[src/rtl/dqn_pkg.sv]
// Shared definitions for the DQN datapath: default widths, the Q-value type
// carried between the adder pipeline and the argmax stage, and the argmax
// stage's state encoding.
package dqn_pkg;

    localparam int DATA_W_DEF      = 32;
    localparam int NUM_ACTIONS_DEF = 4;

    // One Q-value as produced by the constant-offset adder pipeline.
    typedef logic [DATA_W_DEF-1:0] q_t;

    // COLLECT gathers one vector; HOLD presents the result until taken.
    typedef enum logic {
        COLLECT = 1'b0,
        HOLD    = 1'b1
    } argmax_state_e;

    // Unsigned strict greater-than on default-width Q-values.
    function automatic logic q_gt(input q_t a, input q_t b);
        return a > b;
    endfunction

endpackage

[src/rtl/q_argmax.sv]
// Greedy-action selector: collects NUM_ACTIONS consecutive unsigned Q-values
// (action order 0..NUM_ACTIONS-1) and reports the index and value of the
// largest one over a valid/ready handshake. Ties keep the lower index.
// A sticky err flags any disagreement between in_last and the beat counter;
// the counter alone decides where a vector ends.
module q_argmax
    import dqn_pkg::*;
#(
    parameter int DATA_W      = DATA_W_DEF,
    parameter int NUM_ACTIONS = NUM_ACTIONS_DEF,
    parameter int IDX_W       = $clog2(NUM_ACTIONS)
) (
    input  logic              clk,
    input  logic              rst,
    input  logic              in_valid,
    output logic              in_ready,
    input  logic [DATA_W-1:0] in_data,
    input  logic              in_last,
    output logic              out_valid,
    input  logic              out_ready,
    output logic [IDX_W-1:0]  out_action,
    output logic [DATA_W-1:0] out_qmax,
    output logic              err
);

    localparam logic [IDX_W-1:0] LAST_BEAT = IDX_W'(NUM_ACTIONS - 1);

    argmax_state_e     state_q, state_d;
    logic [IDX_W-1:0]  cnt_q, cnt_d;
    logic [DATA_W-1:0] max_q, max_d;
    logic [IDX_W-1:0]  idx_q, idx_d;
    logic [IDX_W-1:0]  act_q, act_d;
    logic [DATA_W-1:0] qmax_q, qmax_d;
    logic              err_q, err_d;

    logic              accept;
    logic              last_beat;
    logic              take;
    logic [DATA_W-1:0] cand_max;
    logic [IDX_W-1:0]  cand_idx;

    // State register: every flop of the block, synchronous reset.
    always_ff @(posedge clk) begin
        // NOTE: non-blocking assignments so every flop samples pre-edge values.
        if (rst) begin
            state_q <= COLLECT;
            cnt_q   <= '0;
            max_q   <= '0;
            idx_q   <= '0;
            act_q   <= '0;
            qmax_q  <= '0;
            err_q   <= 1'b0;
        end else begin
            state_q <= state_d;
            cnt_q   <= cnt_d;
            max_q   <= max_d;
            idx_q   <= idx_d;
            act_q   <= act_d;
            qmax_q  <= qmax_d;
            err_q   <= err_d;
        end
    end

    // Next-state: running compare-and-select, beat counting, framing check.
    always_comb begin
        // NOTE: every output gets a default first, so no path can infer a latch.
        state_d = state_q;
        cnt_d   = cnt_q;
        max_d   = max_q;
        idx_d   = idx_q;
        act_d   = act_q;
        qmax_d  = qmax_q;
        err_d   = err_q;

        accept    = in_valid && (state_q == COLLECT);
        last_beat = (cnt_q == LAST_BEAT);
        // Beat 0 seeds the running max; later beats need a strict win.
        take      = (cnt_q == '0) || (in_data > max_q);
        cand_max  = take ? in_data : max_q;
        cand_idx  = take ? cnt_q   : idx_q;

        case (state_q)
            COLLECT: begin
                if (accept) begin
                    max_d = cand_max;
                    idx_d = cand_idx;
                    if (in_last != last_beat) begin
                        err_d = 1'b1;
                    end
                    if (last_beat) begin
                        qmax_d  = cand_max;
                        act_d   = cand_idx;
                        cnt_d   = '0;
                        state_d = HOLD;
                    end else begin
                        cnt_d = cnt_q + IDX_W'(1);
                    end
                end
            end
            HOLD: begin
                if (out_ready) begin
                    state_d = COLLECT;
                end
            end
            default: state_d = COLLECT;
        endcase
    end

    // Outputs: handshake flags decoded from state, result and err from flops.
    always_comb begin
        in_ready   = (state_q == COLLECT);
        out_valid  = (state_q == HOLD);
        out_action = act_q;
        out_qmax   = qmax_q;
        err        = err_q;
    end

endmodule

[config.mk]
export PLATFORM = sky130hd
export DESIGN_NAME = q_argmax
export DESIGN_NICKNAME = d
export VERILOG_FILES = /design/src/rtl/dqn_pkg.sv /design/src/rtl/q_argmax.sv
export SDC_FILE = /design/constraint.sdc
export NUM_CORES = 1
export LEC_CHECK = 0
export ABC_AREA = 1
export BUFFER_PORTS_ARGS = -buffer_cell sky130_fd_sc_hd__buf_2
export CAP_MARGIN = 20
export CORE_MARGIN = 2
export CORE_UTILIZATION = 30
export CTS_BUF_LIST = sky130_fd_sc_hd__clkbuf_2 sky130_fd_sc_hd__clkbuf_4 sky130_fd_sc_hd__clkbuf_8
export CTS_CLUSTER_DIAMETER = 30
export DETAILED_ROUTE_END_ITERATION = 10
export SETUP_SLACK_MARGIN = 0.1
export SLEW_MARGIN = 20
export SYNTH_ARGS = -nofsm -noshare
export SYNTH_HDL_FRONTEND = slang
export SYNTH_SLANG_ARGS = --single-unit
[constraint.sdc]
create_clock -name clk -period 2.2 [get_ports clk]
set_input_delay 0.22 -clock clk [delete_from_list [all_inputs] [get_ports clk]]
set_output_delay 0.22 -clock clk [all_outputs]
set_load 0.03 [all_outputs]
==> results.md <==
* Req. time, crit path at 2460 ps
* Psw at 0.001158 W
* Slew margin rel. at 66.72%
* CTS tree: built
* Final Non-Filler Cells at 867
* Comb power frac at 29.0%
* Slew Limit Fails at 0
* Maxcap violations at 0
* Vias/cell at 4.664
* Sink Count at 72
* Total track usage at 15.85%
* Die Ht at 120.3 um
* P_leak at 2.778 nW
* Multi-input logic area at 2606 um^2
* Core footprint at 13240 um^2
* Seq/Total Area, Yosys at 35.51%
* Min Tclk post-route at 2014 ps
* Finished Core Util at 40.34%
* DRC at 0
* Clk_lat worst skew at 360 ps
* H-tree depth at 3
* Antenna-violating nets left at 0
* Min Hold Slack at 115.4 ps
* GP Congestion at 0.7527
* Final wirelength at 11800 um
* Fill cells at 1408
* Power Density at 633.2 nW/um^2
* Min-Delay Path Depth at 3
* Chip Width at 120.3 um
* Final total power at 0.003383 W
* Status: finished, final reports clean
* Clock Skews at 12.31 ps
* Max incr delay on CP at 340 ps
* Row count at 42
* Vias in the first global route at 3652
* Worst Path Buf+Inv at 3
* RSZ-0062 raised after global routing: yes
* Crit path depth at 14
* Hpwl dp at 7313 um
* Mapped Nets at 682
* Post-Synthesis Cells at 611
* Largest net degree at the start of global routing at 40
* Die area at 14480 um^2
* Drt pass-1 iters at 4
* IO Port Bufs at 73
* Root Driver: clkbuf_8
* Initial antenna violation count at 0
* Clock Path Buffers at 2
* Seq. cell area at 1470 um^2
* Post-synthesis instance area at 4059 um^2
* Drt wl/cell at 13.61 um
* Avg Synthesized Cell Area at 6.643 um^2
* Clk pwr share at 29.0%
* First-pass GRT wire length at 18120 um
* Worst-path maximum fanout at 11
* Yosys warnings at 0
* Final Cycle Share at 91.56%
* WS Path Type: register to register
* Critical Path Start Type: register
* Initial core utilization at 30.65%
* Nets at 758
* FF-to-FF path depth at 14
* Int Power at 0.002226 W
* Clock transition at path regs at 80 ps
* DRT iter0 DRCs at 232
* Peak Freq at 496.4 MHz
* Worst-Margin Slew at 498.2 ps
* Placed Cells at 843
* Area grow syn2layout at 31.63%
* Net Sw Frac at 34.22%
* Tightest Hold Check Type: primary input to register
* GRT Residual Overflow at 0
* Synth unique cells at 22
* CP Capture Type: register
* Final hold viol count at 0
* Yosys reg bits at 72
* R2R Setup Slk at 190 ps
* IO Pins at 74
* Critical-path cell list: inv_1 -> ha_4 -> nand2_1 -> nor2_2 -> nand2_2 -> nor2_4 -> nand2_2 -> nand2_4 -> nand2_8 -> clkbuf_16 -> nand3_1 -> nand3_1 -> nand2_1 -> inv_1
* TritonCTS Buffers at 9
* Setup_tns at 0 ps
* Share of cells above drive strength 1 at 29.38%
* Arr. time, crit path at 2270 ps
* Delay-heaviest family, CP: simple AND/OR/NAND/NOR gates
* # hold bufs at CTS at 0
* Sequential power share at 42.0%
* Setup violations, final at 0
* Maximum VDD drop at 0.0003224 V
* Slowest-stage cell, CP: dfxtp_2
* Via count at 4044
* Diode count at 0
==> through the flow <==
step                setup slack (ps)  cell area [um^2]
finish                         185.7              5343
global placement               108.2              4606
detailed placement             87.00              4606
floorplan                      416.4              4059
CTS                            110.1              4791
global route                   40.54              5343
==> cell type report <==
cell class	instances	area share (%)
clock buffers	12	2.974
clock inverters	3	0.3279
multi-input cells	432	48.78
inverters	84	5.972
flip-flops and latches	72	27.52
repair buffers	88	10.30
well taps	176	4.122
==> worst paths after layout <==
check | from | endpoint
hold reg to reg | err$_SDFFE_PP0P_ | err$_SDFFE_PP0P_
setup / recovery | max_q[31]$_SDFFE_PP0P_ | max_q[2]$_SDFFE_PP0P_
setup reg to reg | max_q[31]$_SDFFE_PP0P_ | max_q[2]$_SDFFE_PP0P_
hold / removal | out_ready | out_valid$_SDFF_PP0_
==> tightest hold or removal path: cells and delay by family <==
kind | cells | cell delay [ps]
and+or+nand+nor | 1 | 90
AOI/OAI and AO/OA | 1 | 50
buffers and inverters | 1 | 70
==> sequential cells by signal (all words and copies together) (netlist names) <==
signal	flops
out_action	2
idx_q	2
max_q	32
err	1
cnt_q	2
out_qmax	32
out_valid	1
==> cells in the mapped netlist, drive strengths merged <==
cell type	number	area share, %
clkinv	4	0.37
dfxtp	72	36
a21oi	52	6.4
clkbuf	18	1.7
or2	1	0.15
o21a	1	0.19
buf	11	1.8
nand3	104	13
nand2	212	21
nand4	2	0.31
ha	34	10
a21o	1	0.19
inv	80	7.4
o21ai	5	0.62
nor2	14	1.4
==> cell families after synthesis <==
kind of cell               count (synthesis)  synth area share (%)
and+or+nand+nor                          333                 35.36
DFF                                       72                 35.51
buffers and inverters                    113                 11.25
adders and majority gates                 34                 10.48
AOI/OAI and AO/OA                         59                 7.398
==> timing repair <==
action	CTS	global route
gates cloned	0	8
resized for setup	1	95
endpoints found under the setup margin	31	68
pin swaps	0	13
buffers inserted	0	1
==> power by group through the flow <==
stage / Clock, W / Sequential [W] / Combinational [W]
after floorplan: 0 / 0.00146 / 0.000505
after global placement: 0 / 0.00144 / 0.000719
after detailed placement: 0 / 0.00144 / 0.000722
after CTS: 0.00101 / 0.00141 / 0.000731
after global routing: 0.00107 / 0.00143 / 0.00110
final: 0.000982 / 0.00142 / 0.000981
==> routing by layer <==
metal  GRT usage (%)  routed length [um]  vias to the layer above
met3           3.349                 606                       21
li1                -                   -                     2104
met5               0                   0                        -
met1           20.89                5614                     1818
met2           25.60                5324                      101
met4           5.741                 253                        0
==> cells in the final DEF, fill, tap and decap left out, types with 14 or more instances in the layout <==
cell type,synthesis,routed
nand2_1,199,182
nand3_1,104,97
inv_1,79,76
buf_2,5,73
dfxtp_1,72,49
a21oi_1,52,46
nand2_2,11,24
dfxtp_2,0,23
ha_1,34,20
ha_4,0,14
(Power assumes the default switching activity.)
